--- src/rtl/serial_alu_pkg.sv ---
// rtl/serial_alu_pkg.sv - shared types and constants for the bit-serial ALU datapath
//
// Purpose:
//   State encoding, default operand width and counter sizing shared by the
//   serial adder and any testbench or neighbouring ALU block that needs to
//   agree on them.
//
// Contents:
//   DEFAULT_WIDTH  default operand/result width
//   state_e        FSM state encoding (S_IDLE, S_RUN, S_DONE)
//   cnt_width()    bit-counter width for a given operand width

package serial_alu_pkg;

  localparam int DEFAULT_WIDTH = 8;

  typedef enum logic [1:0] {
    S_IDLE = 2'd0,
    S_RUN  = 2'd1,
    S_DONE = 2'd2
  } state_e;

  // Counter must hold 0..WIDTH-1. Never narrower than one bit.
  function automatic int cnt_width(input int width);
    int w;
    w = $clog2(width);
    if (w < 1) begin
      w = 1;
    end
    return w;
  endfunction

endpackage

--- src/rtl/serial_adder_fa.sv ---
// rtl/serial_adder_fa.sv - single-bit full-adder cell
//
// Purpose:
//   Purely combinational 1-bit full adder; the serial adder drives one of
//   these per clock, LSB first.
//
// Ports:
//   a_i   in   operand A bit
//   b_i   in   operand B bit (already inverted by the caller for subtract)
//   ci_i  in   carry in
//   s_o   out  sum bit
//   co_o  out  carry out

module serial_adder_fa (
  input  logic a_i,
  input  logic b_i,
  input  logic ci_i,
  output logic s_o,
  output logic co_o
);

  assign s_o  = a_i ^ b_i ^ ci_i;
  assign co_o = (a_i & b_i) | (a_i & ci_i) | (b_i & ci_i);

endmodule

--- src/rtl/serial_adder.sv ---
// rtl/serial_adder.sv - bit-serial add/subtract unit built around one full-adder cell
//
// Purpose:
//   Computes a+b+cin or a-b one bit per clock, LSB first, keeping the carry
//   in a flip-flop between bits. WIDTH cycles of latency per operation, one
//   result per WIDTH+1 cycles when started back-to-back.
//
// Ports:
//   clk    in   rising-edge clock
//   rst_n  in   asynchronous active-low reset
//   start  in   request a new operation; honoured only in IDLE or DONE
//   sub    in   0: a+b+cin, 1: a-b (cin ignored)
//   a      in   operand A, sampled on the accepting edge
//   b      in   operand B, sampled on the accepting edge
//   cin    in   carry in for add mode
//   busy   out  high while bits are being processed
//   done   out  one-cycle pulse when s/cout/ovf have just been updated
//   s      out  sum or difference, held until the next done
//   cout   out  carry out of the MSB (subtract: 1 means no borrow)
//   ovf    out  signed overflow (carry into MSB xor carry out of MSB)

module serial_adder
  import serial_alu_pkg::*;
#(
  parameter int WIDTH = DEFAULT_WIDTH
) (
  input  logic             clk,
  input  logic             rst_n,
  input  logic             start,
  input  logic             sub,
  input  logic [WIDTH-1:0] a,
  input  logic [WIDTH-1:0] b,
  input  logic             cin,
  output logic             busy,
  output logic             done,
  output logic [WIDTH-1:0] s,
  output logic             cout,
  output logic             ovf
);

  localparam int CW = cnt_width(WIDTH);
  localparam logic [CW-1:0] CNT_LAST   = CW'(WIDTH - 1);
  localparam logic [CW-1:0] CNT_MSB_IN = CW'(WIDTH - 2);

  state_e           state_q, state_d;
  logic [CW-1:0]    cnt_q, cnt_d;
  logic [WIDTH-1:0] a_sh_q, a_sh_d;
  logic [WIDTH-1:0] b_sh_q, b_sh_d;
  logic [WIDTH-1:0] r_sh_q, r_sh_d;
  logic             carry_q, carry_d;
  logic             c_msb_q, c_msb_d;
  logic [WIDTH-1:0] s_q, s_d;
  logic             cout_q, cout_d;
  logic             ovf_q, ovf_d;

  logic             fa_s;
  logic             fa_co;
  logic             accept;
  logic [WIDTH-1:0] r_next;

  serial_adder_fa u_fa (
    .a_i  (a_sh_q[0]),
    .b_i  (b_sh_q[0]),
    .ci_i (carry_q),
    .s_o  (fa_s),
    .co_o (fa_co)
  );

  // Result register fills from the MSB end so that after WIDTH shifts the
  // first (LSB) sum bit lands in bit 0.
  assign r_next = {fa_s, r_sh_q[WIDTH-1:1]};

  // A new operation can only be taken when no bits are in flight.
  assign accept = start && ((state_q == S_IDLE) || (state_q == S_DONE));

  always_comb begin
    state_d = state_q;
    cnt_d   = cnt_q;
    a_sh_d  = a_sh_q;
    b_sh_d  = b_sh_q;
    r_sh_d  = r_sh_q;
    carry_d = carry_q;
    c_msb_d = c_msb_q;
    s_d     = s_q;
    cout_d  = cout_q;
    ovf_d   = ovf_q;

    case (state_q)
      S_IDLE: begin
        if (start) begin
          state_d = S_RUN;
        end
      end

      S_RUN: begin
        a_sh_d  = {1'b0, a_sh_q[WIDTH-1:1]};
        b_sh_d  = {1'b0, b_sh_q[WIDTH-1:1]};
        r_sh_d  = r_next;
        carry_d = fa_co;
        cnt_d   = cnt_q + 1'b1;

        // Carry out of bit WIDTH-2 is the carry into the MSB; needed for ovf.
        if (cnt_q == CNT_MSB_IN) begin
          c_msb_d = fa_co;
        end

        if (cnt_q == CNT_LAST) begin
          state_d = S_DONE;
          cnt_d   = '0;
          s_d     = r_next;
          cout_d  = fa_co;
          ovf_d   = c_msb_q ^ fa_co;
        end
      end

      S_DONE: begin
        state_d = start ? S_RUN : S_IDLE;
      end

      default: begin
        state_d = S_IDLE;
      end
    endcase

    // Operand load is common to IDLE and DONE. Subtract is a + ~b + 1.
    if (accept) begin
      a_sh_d  = a;
      b_sh_d  = sub ? ~b : b;
      carry_d = sub ? 1'b1 : cin;
      cnt_d   = '0;
    end
  end

  always_ff @(posedge clk or negedge rst_n) begin
    if (!rst_n) begin
      state_q <= S_IDLE;
      cnt_q   <= '0;
      a_sh_q  <= '0;
      b_sh_q  <= '0;
      r_sh_q  <= '0;
      carry_q <= 1'b0;
      c_msb_q <= 1'b0;
      s_q     <= '0;
      cout_q  <= 1'b0;
      ovf_q   <= 1'b0;
    end else begin
      state_q <= state_d;
      cnt_q   <= cnt_d;
      a_sh_q  <= a_sh_d;
      b_sh_q  <= b_sh_d;
      r_sh_q  <= r_sh_d;
      carry_q <= carry_d;
      c_msb_q <= c_msb_d;
      s_q     <= s_d;
      cout_q  <= cout_d;
      ovf_q   <= ovf_d;
    end
  end

  // Outputs decode straight from registered state, so busy and done are
  // mutually exclusive by construction.
  assign busy = (state_q == S_RUN);
  assign done = (state_q == S_DONE);
  assign s    = s_q;
  assign cout = cout_q;
  assign ovf  = ovf_q;

endmodule
--- config.mk ---
export PLATFORM = sky130hd
export DESIGN_NAME = serial_adder
export DESIGN_NICKNAME = d
export VERILOG_FILES = /design/src/rtl/serial_alu_pkg.sv /design/src/rtl/serial_adder_fa.sv /design/src/rtl/serial_adder.sv
export SDC_FILE = /design/constraint.sdc
export NUM_CORES = 1
export LEC_CHECK = 0
export ABC_AREA = 0
export ABC_CLOCK_PERIOD_IN_PS = 4100
export CORE_UTILIZATION = 35
export CTS_CLUSTER_DIAMETER = 30
export DETAILED_ROUTE_END_ITERATION = 10
export MAX_ROUTING_LAYER = met4
export PLACE_DENSITY = 0.65
export SYNTH_ARGS = -nofsm -noshare
export SYNTH_HDL_FRONTEND = slang
export SYNTH_HIERARCHICAL = 1
export SYNTH_SLANG_ARGS = --single-unit
--- constraint.sdc ---
create_clock -name clk -period 4.1 [get_ports clk]
set_clock_uncertainty 0.15 [all_clocks]
set_input_delay 1.025 -clock clk [delete_from_list [all_inputs] [get_ports clk]]
set_output_delay 1.025 -clock clk [all_outputs]
set_load 0.03 [all_outputs]
==> run_results.csv <==
group,metric,value,unit
run_status,status,"completed",
placed_design,place.gp.congestion,0.767,
sta,fmax,302,MHz
global_routing,antenna_found_initial,0,
pwr,swShare,37.2,%
sta,tns,0,ns
global_routing,grt_pass1_vias,1260,
hold_path,hold-path-cell-count,2,
cells_and_area,diodes,0,
floorplan,rows,25,
pwr,ir_drop,0.000219,V
placed_design,placed_area,2140,um2
placed_design,dpl.cell_count,259,
pwr,power.internal,1110,uW
cells_and_area,seq_area,1000,um2
pwr,p_switching,656,uW
pwr,clockPowerShare,18.2,%
cells_and_area,fill_cells,492,
hold_path,hold_class,"reg2reg",
floorplan,start_util,37.1,%
cts,root_buffer,"clkbuf_8",
cts,cts_max_path_buffers,2,
cells_and_area,final_util,46.4,%
global_routing,gr-total-overflow,0,
sta,hold_viol_final,0,
detailed_routing,dr_total_vias,1275,
cells_and_area,nets,224,
logic_synthesis,netlist_instances,169,
worst_setup_path,worstPathRequired,2.92,ns
detailed_routing,ant_nets,0,
global_routing,grt_max_degree,41,
sta,setup_viol,0,
floorplan,pin_count,33,
placed_design,hpwlAfterDp,2.20,mm
run,drv_cap,0,
floorplan,chipHeight,73.7,um
floorplan,die-width,73.7,um
cts,path_clk_slew,0.08,ns
worst_setup_path,cpPeakStageDelay,0.73,ns
global_routing,grt_pass1_wl,5.75,mm
cells_and_area,fin_area,2250,um2
pwr,powerDensity,783,nW/um2
logic_synthesis,syn_avg_cell_area,10.6,um2
cells_and_area,layout_commonest_cell,"nand2_1",
logic_synthesis,syn_area,1800,um2
sta,tightest_slew,0.928,ns
worst_setup_path,cp-start-kind,"flip-flop",
detailed_routing,dr.pass1.iters,4,
worst_setup_path,crit_family,"buffers and inverters",
cells_and_area,finalNonFillerCells,267,
sta,fin_crit_sh,80.9,%
detailed_routing,viasPerCell,4.78,
cells_and_area,drive_gt1_share,10.5,%
cts,post_cts_resized,0,
global_routing,grt_usage,14.8,%
cts,htreeDepth,2,
detailed_routing,wl,3.24,mm
placed_design,io_buffers,32,
worst_setup_path,arrival,2.14,ns
worst_setup_path,worstPathMaxFanout,27,
floorplan,core_area,4850,um2
cts,hold_buffers,0,
logic_synthesis,yosys_most_used_dff,"dfrtp_1",
logic_synthesis,synth.yosys.warnings,6,
logic_synthesis,syn-num-nets,194,
sta,relSlewSlack,38.1,%
worst_setup_path,cp_num_cells,3,
logic_synthesis,synth-edff-count,0,
cells_and_area,mostFrequentLayoutCells,"48 x nand2_1, 40 x dfrtp_1, 31 x clkdlybuf4s50_1",
worst_setup_path,path_buf_inv,2,
cells_and_area,syn_to_final_growth,25.1,%
worst_setup_path,cp_cell_sequence,"nand2b_2, inv_4, clkdlybuf4s50_1",
cts,clock_sinks,40,
detailed_routing,drc_errors,0,
detailed_routing,route.detailed.wl_per_inst,12.1,um
floorplan,die_area,5430,um2
cells_and_area,multi_input_area,726,um2
pwr,pwr-share-comb,42.3,%
logic_synthesis,ys_types,30,
logic_synthesis,ys_seq_area_share,55.6,%
logic_synthesis,synth.ff_latch_count,40,
sta,holdWs,0.332,ns
worst_setup_path,r2r_cells,4,
pwr,seqPwrFrac,39.5,%
worst_setup_path,critPathKind,"reg2out",
sta,final_max_slew_viol_count,0,
cts,numCtsBuffers,5,
logic_synthesis,synth_async_sr_flop_share,100,%
cts,cts_tree,"yes",
sta,rsz0062_at_grt,"false",
cts,clk_latency,0.30,ns
cts,postCtsSetupBuffers,0,
worst_setup_path,cp-end-kind,"primary output",
worst_setup_path,worst_path_max_delay_cell,"clkdlybuf4s50_1",
pwr,p_leak,0.00105,uW
sta,timing.final.crit_period,3.32,ns
detailed_routing,first_iter_violations,43,
kinds of logic after synthesis:
group	Yosys count	synth area share, %
AND/OR/NAND/NOR	70	15.8
XOR/XNOR	9	4.38
flip-flops	40	55.6
buffers and inverters	12	4.03
multiplexers	10	7.72
AO/OA/AOI/OAI	24	9.25
adder cells (fa/ha/maj)	4	3.20
worst paths after layout:
kind	startpoint	endpoint	slack, ns
max	state_q[1]	busy	0.78
max reg2reg	cnt_q[0]	s[0]	2.08
max in group asynchronous	rst_n	a_sh_q[1]	2.56
min reg2reg	ovf	ovf	0.33
min in group asynchronous	rst_n	r_sh_q[5]	0.70
min	ovf	ovf	0.33
Yosys cell counts (all sizes together), types with 2 or more instances:
cell | number | share of area [%]
a21o | 3 | 1.3
a22o | 4 | 1.9
dfrtp | 40 | 56
a31oi | 12 | 4.2
ha | 3 | 2.1
nand2b | 2 | 0.83
nand2 | 48 | 10
inv | 3 | 0.77
buf | 8 | 3.0
xor2 | 8 | 3.9
mux2 | 10 | 7.7
nor2b | 2 | 0.70
nor2 | 15 | 3.3
o21ai | 2 | 0.56
worst register-to-register path: cells and delay by family (launching register included):
kind	cells	cell delay, ns
adder cells (fa/ha/maj)	2	0.43
flip-flops	1	0.41
AND/OR/NAND/NOR	1	0.51
multiplexers	1	0.40
flip-flops by register name, summed over array words and instances, names as in the netlist:
signal	cells
r_sh_q	7
b_sh_q	8
c_msb_q	1
cout	1
cnt_q	3
carry_q	1
s	8
ovf	1
state_q	2
a_sh_q	8
power groups by stage:
| stage | clock network (uW) | logic, uW | registers (uW) |
|---|---|---|---|
| floorplan | 0 | 476 | 774 |
| global placement | 0 | 735 | 698 |
| detailed placement | 0 | 757 | 708 |
| CTS | 332 | 760 | 700 |
| global route | 342 | 831 | 727 |
| finish | 321 | 745 | 696 |
area by class of cell:
| cell class | count | share of cell area (%) |
|---|---|---|
| multi-input combinational | 117 | 32.2 |
| tap | 67 | 3.72 |
| clock buffer | 5 | 3.06 |
| inverter | 3 | 0.611 |
| clock inverter | 3 | 1.89 |
| timing repair buffer | 32 | 14.0 |
| sequential | 40 | 44.5 |
through the flow:
stage,worst slack [ns],total power (uW)
after floorplan,2.06,1250
after global placement,1.09,1430
after detailed placement,1.08,1460
after CTS,0.748,1790
after global routing,0.606,1900
final,0.784,1760
metal layers:
metal | GRT usage (%) | vias to the layer above | wire [um]
met5 | - | - | 0
met4 | 7.05 | 0 | 66
met3 | 4.94 | 7 | 135
met2 | 22.6 | 29 | 1520
met1 | 17.7 | 622 | 1520
li1 | - | 617 | -
No activity file was read; power rests on OpenSTA's default activity.
==> RTL edit: new RTL, same settings <==
Re-encode `state_e` (3 states) as one-hot, 3 bits wide.
--- a/src/rtl/serial_alu_pkg.sv
+++ b/src/rtl/serial_alu_pkg.sv
@@ -14,10 +14,10 @@
 
   localparam int DEFAULT_WIDTH = 8;
 
-  typedef enum logic [1:0] {
-    S_IDLE = 2'd0,
-    S_RUN  = 2'd1,
-    S_DONE = 2'd2
+  typedef enum logic [2:0] {
+    S_IDLE = 3'b001,
+    S_RUN  = 3'b010,
+    S_DONE = 3'b100
   } state_e;
 
   // Counter must hold 0..WIDTH-1. Never narrower than one bit.
Function: same outputs for any inputs over 10 cycles, from zero or initial values and one cycle with rst_n low; not proved beyond that.
==> RTL edit against the unedited design <==
Count of clock-buffer cells in the layout rose by 2. Sequential cell count rose by 1. Design area rose by 3.8%. Setup slack got worse by 250 ps. Non-clock buffer count did not move. Sequential power fell by 9.6%. First-iteration DRC count rose by 23%. Routed wire length rose by 2.4%. Synthesized area rose by 5.4%. Combinational power fell by 41%. Critical path depth did not move. Power fell by 25%. Register-to-register slack got worse by 390 ps. Via count fell by 9.0%. Largest power group is now registers. Highest routed layer unchanged.
==> RTL edit: results (changes against the unedited design) <==
| Metric | Value |
|---|---|
| Worst EP arrival | 2390 ps (+250 ps) |
| Async set-reset flop share out of synthesis | 100.0% (unchanged) |
| H-tree Lvls | 2 (unchanged) |
| Clock transition at path regs | 70 ps |
| # resized after CTS | 0 (unchanged) |
| Worst Hold Path EP | r_sh_q[1] |
| Worst hold stages | 2 (unchanged) |
| Final Net Count | 208 (-7.1%) |
| Routed WL per cell | 13.11 microns (+8.1%) |
| # fillers | 485 (-1.4%) |
| First-pass detailed-route iteration total | 6 (+2) |
| Setup tns final | 0 ps (unchanged) |
| Worst r2r path cells | 4 (unchanged) |
| Synth cell types | 26 (-13%) |
| Post-synth top cells | dfrtp_1, nand2_1, mux2_2 |
| Hold_ws | 331.2 ps (-0.6570 ps) |
| Dpl ws | 844.4 ps (-233.9 ps) |
| Ys Warns | 6 (unchanged) |
| Min-Delay Path Class | flop to flop |
| Pin count of the biggest net entering global routing | 42 (+2.4%) |
| Outcome | completed |
| Routability-driven placement congestion ratio | 0.7179 (-6.4%) |
| Hold buffer count at CTS | 0 (unchanged) |
| RR Endpoint | s[6] |
| Total nets after synthesis | 177 (-8.8%) |
| Total track usage | 13.74% (-1.1 points) |
| Initial drt markers | 53 (+23%) |
| Initial antenna violation count | 0 (unchanged) |
| LEAKAGE | 0.001122 uW (+7.1%) |
| Inserted Clock Buffers | 5 (unchanged) |
| Gr ovfl total | 0 (unchanged) |
| Placed Area | 0.002251 sq mm (+5.2%) |
| Synth top area cells | dfrtp_1, mux2_2, mux2i_1 |
| Hold path start | r_sh_q[1] |
| Top_reg_cell synth | dfrtp_1 |
| DP HPWL | 2.187 mm (-0.66%) |
| Worst-margin pin slew | 912.3 ps (-15.79 ps) |
| Post-CTS setup buffer count | 0 (unchanged) |
| Clk root buf | clkbuf_8 |
| Number of global-route vias before repair | 1146 (-9.0%) |
| Max rail drop VDD | 0.0002202 V (+0.31%) |
| Reg2Reg Setup Slack | 1690 ps (-390 ps) |
| Worst r2r src | state_q[0] |
| Worst Path Max Fanout | 30 (+11%) |
| First-pass GRT wire length | 5.582 mm (-2.9%) |
| Via count | 1160 (-9.0%) |
| Layout cell share with drive strength beyond 1 | 18.58% (+8.1 points) |
| N_diodes | 0 (unchanged) |
| Post-synthesis sequential area ratio | 54.19% (-1.4 points) |
| Clk Latency, worst-skew pair | 280 ps (-20 ps) |
| IO buf count | 32 (unchanged) |
| Maximum clock path buffer count | 2 (unchanged) |
==> RTL edit: cells by family after synthesis <==
family / Yosys count / synth area share [%]
AO/OA/AOI/OAI: 8 / 2.574
multiplexers: 39 / 23.43
XOR/XNOR: 10 / 4.620
adder cells (fa/ha/maj): 4 / 3.037
flip-flops: 41 / 54.19
AND/OR/NAND/NOR: 39 / 9.043
buffers and inverters: 11 / 3.102
==> RTL edit: power by group <==
group / total [uW] / internal [uW] / switching (uW)
sequential: 629 / 542 / 87.6
clock: 261 / 134 / 128
combinational: 436 / 238 / 198
total: 1330 / 913 / 413
==> RTL edit: layout make-up <==
type                            count  area, sq um  area share, %
Inverter                            3        11.26         0.4818
Multi-Input combinational cell    100        809.5          34.64
Sequential cell                    41         1027          43.95
Timing Repair Buffer               32        315.3          13.49
Clock buffer                        7        86.33          3.694
Tap cell                           70        87.58          3.747
==> RTL edit: stage by stage <==
| stage | total power (uW) | std cells |
|---|---|---|
| floorplan | 971.1 | 152 |
| global placement | 1064 | 246 |
| detailed placement | 1076 | 246 |
| CTS | 1345 | 253 |
| global route | 1422 | 253 |
| finish | 1327 | 253 |
==> RTL edit: worst max path at each step <==
stage                          start  endpoint  slack (ps)  depth (start not counted)
after global routing      state_q[2]      busy         390                          3
after global placement    state_q[2]      busy         880                          3
after CTS                 state_q[2]      busy         520                          3
final                     state_q[2]      busy         540                          3
after floorplan           state_q[0]      done        1820                          1
after detailed placement  state_q[2]      busy         840                          3
==> RTL edit: critical path, stage by stage (launching register included) <==
cell	delay, ps
dfrtp_1	400
or3b_4	580
inv_1	370
clkdlybuf4s50_1	750
==> RTL edit: routing by layer <==
metal	share of wire, %	GRT usage, %	routed length [microns]	vias up
met5	0	-	0	-
met4	1.2	6.790	40	0
met3	3.2	2.778	107	5
met2	43	18.95	1419	29
met1	53	19.17	1752	559
li1	-	-	-	567
